[config.mk]
export PLATFORM = sky130hd
export DESIGN_NAME = hazard_scoreboard
export DESIGN_NICKNAME = d
export VERILOG_FILES = /design/src/rtl/hazard_scoreboard.sv
export SDC_FILE = /design/constraint.sdc
export NUM_CORES = 1
export LEC_CHECK = 0
export BUFFER_PORTS_ARGS = -buffer_cell sky130_fd_sc_hd__buf_2
export CORE_MARGIN = 5
export CORE_UTILIZATION = 68
export CTS_CLUSTER_DIAMETER = 200
export CTS_CLUSTER_SIZE = 20
export DETAILED_ROUTE_END_ITERATION = 10
export PLACE_DENSITY = 0.88
export SETUP_SLACK_MARGIN = 0.05
export SYNTH_ARGS = -nofsm -noshare
export SYNTH_HDL_FRONTEND = slang
export SYNTH_SLANG_ARGS = --single-unit
[constraint.sdc]
create_clock -name clk -period 8.7 [get_ports clk]
set_input_delay 0 -clock clk [delete_from_list [all_inputs] [get_ports clk]]
set_output_delay 0 -clock clk [all_outputs]
set_load 0.05 [all_outputs]
[src/rtl/hazard_scoreboard.sv]
// Hazard/forwarding scoreboard between ID and EX: one countdown per register tracks
// in-flight writes and drives stall plus per-operand forwarding selects.
module hazard_scoreboard #(
    parameter int REG_AW  = 5,
    parameter int LAT_MAX = 4,
    parameter int WB_DLY  = 2,
    parameter int FWD_EN  = 1,
    localparam int NUM_REGS = 2 ** REG_AW,
    localparam int LAT_W    = $clog2(LAT_MAX + 1),
    localparam int CNT_W    = $clog2(LAT_MAX + WB_DLY),
    localparam int SEL_W    = $clog2(WB_DLY + 1)
) (
    input  logic                clk,
    input  logic                srst,
    input  logic                en,
    input  logic                issue_valid,
    input  logic                flush,
    input  logic [REG_AW-1:0]   rs1_addr,
    input  logic                rs1_used,
    input  logic [REG_AW-1:0]   rs2_addr,
    input  logic                rs2_used,
    input  logic [REG_AW-1:0]   rd_addr,
    input  logic                rd_we,
    input  logic [LAT_W-1:0]    rd_lat,
    output logic                stall,
    output logic [SEL_W-1:0]    fwd_sel_1,
    output logic [SEL_W-1:0]    fwd_sel_2,
    output logic [NUM_REGS-1:0] busy_vec
);

    localparam logic [CNT_W-1:0] WB_CNT = CNT_W'(WB_DLY);
    localparam logic [LAT_W-1:0] LAT_LIM = LAT_W'(LAT_MAX);

    logic [CNT_W-1:0] cnt [NUM_REGS];
    logic [LAT_W-1:0] lat_eff;
    logic [CNT_W-1:0] load_val;
    logic [CNT_W-1:0] cnt_rs1;
    logic [CNT_W-1:0] cnt_rs2;
    logic [CNT_W-1:0] cnt_rd;
    logic             fwd_ok_1;
    logic             fwd_ok_2;
    logic             ready_1;
    logic             ready_2;
    logic             raw;
    logic             waw;
    logic             issue;

    // Out-of-range latencies are clamped so the countdown load always fits the counter.
    always_comb begin
        lat_eff = rd_lat;
        if (rd_lat == '0) begin
            lat_eff = LAT_W'(1);
        end else if (rd_lat > LAT_LIM) begin
            lat_eff = LAT_LIM;
        end
        load_val = CNT_W'(lat_eff) + CNT_W'(WB_DLY - 1);
    end

    assign cnt_rs1 = cnt[rs1_addr];
    assign cnt_rs2 = cnt[rs2_addr];
    assign cnt_rd  = cnt[rd_addr];

    assign fwd_ok_1 = (FWD_EN != 0) && rs1_used && (rs1_addr != '0) && (cnt_rs1 <= WB_CNT);
    assign fwd_ok_2 = (FWD_EN != 0) && rs2_used && (rs2_addr != '0) && (cnt_rs2 <= WB_CNT);

    assign ready_1 = !rs1_used || (rs1_addr == '0) || (cnt_rs1 == '0) || fwd_ok_1;
    assign ready_2 = !rs2_used || (rs2_addr == '0) || (cnt_rs2 == '0) || fwd_ok_2;

    // A younger writer with a shorter latency must wait so writebacks retire in order.
    assign raw   = issue_valid && (!ready_1 || !ready_2);
    assign waw   = issue_valid && rd_we && (rd_addr != '0) && (cnt_rd > load_val);
    assign stall = (raw || waw) && !flush;
    assign issue = issue_valid && en && !flush && !stall;

    assign fwd_sel_1 = fwd_ok_1 ? SEL_W'(cnt_rs1) : '0;
    assign fwd_sel_2 = fwd_ok_2 ? SEL_W'(cnt_rs2) : '0;

    always_comb begin
        busy_vec = '0;
        for (int r = 0; r < NUM_REGS; r++) begin
            busy_vec[r] = (cnt[r] != '0);
        end
    end

    // Entry 0 is never loaded, so x0 stays permanently ready after reset.
    always_ff @(posedge clk) begin
        for (int r = 0; r < NUM_REGS; r++) begin
            if (srst) begin
                cnt[r] <= '0;
            end else if (en) begin
                if ((r != 0) && issue && rd_we && (rd_addr == REG_AW'(r))) begin
                    cnt[r] <= load_val;
                end else if (cnt[r] != '0) begin
                    cnt[r] <= cnt[r] - 1'b1;
                end
            end
        end
    end

endmodule

---- After elaboration in Yosys (flattened, before gate mapping) ----
Memory sizes are Yosys's and may differ from the RTL's.
Cells that the tools add are included.
word-level totals
  register bits after elaboration ......... 0
  memory bits (writable) .................. 96
  input bits .............................. 26
  memories ................................ 1
operators by class
  add/subtract/negate cells ............... 33
  order comparisons ....................... 4
  eq/ne operators ......................... 31
  muxes and demuxes ....................... 352
  bitwise operators ....................... 63
  reduce and logical (&&, ||, !) cells .... 98
memories
  memory  words  width  rd ports  clocked after Yosys merged registers in  write ports  RTL line  RTL
  cnt     32     3      35        0                                        32           34        logic [CNT_W-1:0] cnt [NUM_REGS];
operators by type and width
  kind                 count
  $mux 1               285
  $mux 3               65
  $reduce_bool 3->1    32
  $sub 3x1->3 const B  32
  $eq 5x5->1 const B   16
  $or 1x1->1           63
  $logic_and 1x1->1    44
  $eq 5x4->1 const B   8
  $eq 5x3->1 const B   4
  $reduce_bool 5->1    3
  $eq 5x2->1 const B   2
  $logic_not 5->1      2
  $logic_not 3->1      3
  $logic_or 1x1->1     8
  $le 3x2->1 const B   2
  $logic_not 1->1      6
  $eq 5x1->1 const B   1
  $mux 2               2
  $add 3x1->3 const B  1
  $gt 3x3->1           1
  $gt 3x3->1 const B   1

---- Depth between registers and ports, before layout ----
  word-level depth ........................ 19
  gate-level depth with buffers ........... 14
  gate-level depth less buffers ........... 12

---- Worst setup path before layout ----
No wires, ideal clock.
  path type ............................... input port to flip-flop
  start ................................... input port rd_addr[0]
  end ..................................... memory cnt[24][1] (netlist bit) (data pin)
  setup time .............................. 262 ps
  data arrival time ....................... 4,114 ps
  setup slack ............................. 4,324 ps
  cell stages on the path ................. 14
  path buffers ............................ 3
  cell sequence ........................... clkbuf_1 > buf_1 > mux4_2 > mux4_2 > mux2_2 > ha_1 > nor2b_1 > o21ai_0 > inv_1 > o221ai_1 > dlygate4sd1_1 > nand3_1 > nor3_4 > mux2_1
RTL lines
  element             RTL line  RTL
  start: declaration  22        input logic [REG_AW-1:0] rd_addr,
  end: declaration    34

==> results.cfg <==
[routing]
wl_microns = 27700
viasPerCell = 7.16
drt_first_pass_iters = 6
ant_nets = 0
wl_per_cell_microns = 24.1
vias = 8213
drc_errors = 0
drt-initial-drc-count = 1196

[clocking]
clockRootBuffer = clkbuf_16
holdBufCountCts = 0
cts_tree = built
clockBufferDepth = 2
clk_pin_slew_ns = 0.06
numCtsBuffers = 9
htreeDepth = 3
postCtsSetupBuffers = 0
clk_latency_ns = 0.36
cts_resized = 0
cts.sinks = 96

[synth]
synth_seq_area_share = 0.281
ys_ff_latch = 96
synth-edff-count = 96
yosysTopAreaCell = edfxtp_1
ys.flop_type = edfxtp_1
netlist_area_sq_um = 10200
synth.area.top_cells = edfxtp_1 (28%), mux4_2 (11%), mux2i_1 (11%)
synth_cell_types = 60
synth-warning-count = 0
syn-num-nets = 1042
synthCells = 948
syn_avg_cell_area_sq_um = 10.8
ys_async_sr_fraction = 0
yosys.area.top_type_share = 0.281

[worst_setup_path]
r2r_cells = 11
path_delay_family = multiplexers
worstSetupStartpointType = flip-flop
path_depth = 11
critPathMaxStageDelay_ns = 0.87
path_cells = mux4_2 > mux4_2 > mux2_2 > ha_1 > nor2b_1 > o21ai_0 > inv_1 > o221ai_4 > nand3_1 > nor3_4 > mux2_4
path_buf_inv = 1
cp_slowest_cell = o221ai_4
cp_common_cell = mux4_2
r2r_end = cnt[26][1]$_DFFE_PP_
critPathMaxFanout = 32
critPathRequiredTime_ns = 8.82
cp.arrival_ns = 4.61
end_kind = flip-flop
criticalPathCategory = reg -> reg
ff2ff_setup_slack_ns = 4.20
r2r_start = cnt[31][1]$_DFFE_PP_

[sta]
report.final.slew_viol_count = 0
post-route-min-period_ns = 4.50
hold_violations = 0
finClkSkew_ns = 0.00566
tns_ns = 0
fin_ws_ns = 4.20
period_share = 0.517
finalSetupViolations = 0
hold_slack_ns = 0.197
maxSlewHeadroom = 0.114
tightest_slew_ns = 1.33
max_freq_ghz = 0.222
rsz0062_at_grt = false

[min_path]
whs_endpoint = cnt[1][0]$_DFFE_PP_
hp-start = en
min_path_cells = 2
hold_path.class = in -> reg

[run]
max_cap_viol_count = 0

[power]
ir_worst_vdd_v = 0.000120
cellLeakagePower_nw = 4.07
power_density_nw_per_um2 = 175

[floorplan]
io_pins = 63
core_sq_um = 14600
start_util = 0.700
die_w_microns = 133
die_y_microns = 133
placementRows = 44
dieArea_sq_um = 17600

[final_layout]
top_register = cnt
largestRegisters = cnt (96)
layout-drive-gt1-share = 0.241
final_cell_mix = mux2i_1 (116), edfxtp_1 (96), nor2_1 (76), nand2_1 (76), inv_1 (72)
area.growth.synth_to_final_pct = 4.54
final_cells = 1147
fin_nets = 1053
mostFrequentLayoutCell = mux2i_1
largest_reg_flops = 96

[placed_design]
gp_congestion = 0.977
dp_hpwl_microns = 19500
dpl.cell_count = 1132
pre_cts_ws_ns = 3.98
io_buffers = 62

[grt]
grt_pass1_vias = 7852
antenna_found_initial = 2
grt_pass1_wl_microns = 43500
overflow = 0
gr-usage-all-layers = 0.314
grt_max_degree = 75

[status]
outcome = completed
[power breakdown]
part           internal (mW)  switching (mW)
Clock                  0.219           0.175
Combinational          0.303           0.476
Sequential             0.603           0.100
Total                   1.12           0.751
[per-layer routing]
layer | share of wire | routed length (microns) | GRT usage
met5 | 0.00047 | 13 | 0
met4 | 0.041 | 1140 | 0.141
met1 | 0.37 | 10300 | 0.427
met3 | 0.13 | 3640 | 0.0664
met2 | 0.45 | 12600 | 0.487
[Yosys cell counts (all sizes together), types with 3 or more instances]
| cell type | count |
|---|---|
| o21ai | 10 |
| a22oi | 16 |
| a21oi | 5 |
| a211o | 5 |
| o221a | 3 |
| clkbuf | 35 |
| nor2 | 76 |
| nand3 | 67 |
| o31a | 30 |
| mux2 | 61 |
| and2 | 3 |
| mux2i | 116 |
| inv | 72 |
| edfxtp | 96 |
| mux4 | 55 |
| nor2b | 10 |
| ha | 68 |
| nand3b | 4 |
| o22ai | 5 |
| nand2b | 37 |
| and3 | 4 |
| nand2 | 76 |
| o21a | 3 |
| buf | 30 |
| nor3 | 33 |
[final cells by class]
cell class	count	area, sq um
clock buffers	10	229
flip-flops and latches	96	2880
inverters	72	270
diodes	1	2.50
repair buffers	70	370
multi-input cells	710	6680
clock inverters	4	47.5
well taps	184	230
fillers	1006	3930
[cells by family (layout without fill, tap and decap cells)]
kind of cell               count (synthesis)  count (layout)  share of synthesized area
and+or+nand+nor                          321             321                      0.182
buffers and inverters                    142             156                     0.0697
other                                      0               1                          0
AOI/OAI and AO/OA                         87              87                     0.0705
DFF                                       96              96                      0.281
muxes                                    232             232                      0.311
xor gates and xnor gates                   2               2                    0.00171
adders and majority gates                 68              68                     0.0830
[through the flow]
step,total power [mW],area [sq um],utilization
finish,1.88,10700,0.731
global route,1.96,10700,0.731
global placement,1.44,10400,0.712
detailed placement,1.47,10400,0.712
CTS,1.86,10700,0.731
floorplan,1.28,10200,-
[how the worst max path moves through the flow]
stage                          from                   end
6_report       cnt[31][1]$_DFFE_PP_  cnt[26][1]$_DFFE_PP_
5_1_grt        cnt[31][1]$_DFFE_PP_  cnt[26][1]$_DFFE_PP_
4_1_cts        cnt[31][1]$_DFFE_PP_  cnt[26][1]$_DFFE_PP_
3_5_place_dp             rd_addr[0]  cnt[26][1]$_DFFE_PP_
3_3_place_gp             rd_addr[0]   cnt[3][1]$_DFFE_PP_
2_1_floorplan            rd_addr[0]  cnt[24][1]$_DFFE_PP_
Power figures use the tool's default switching activity.
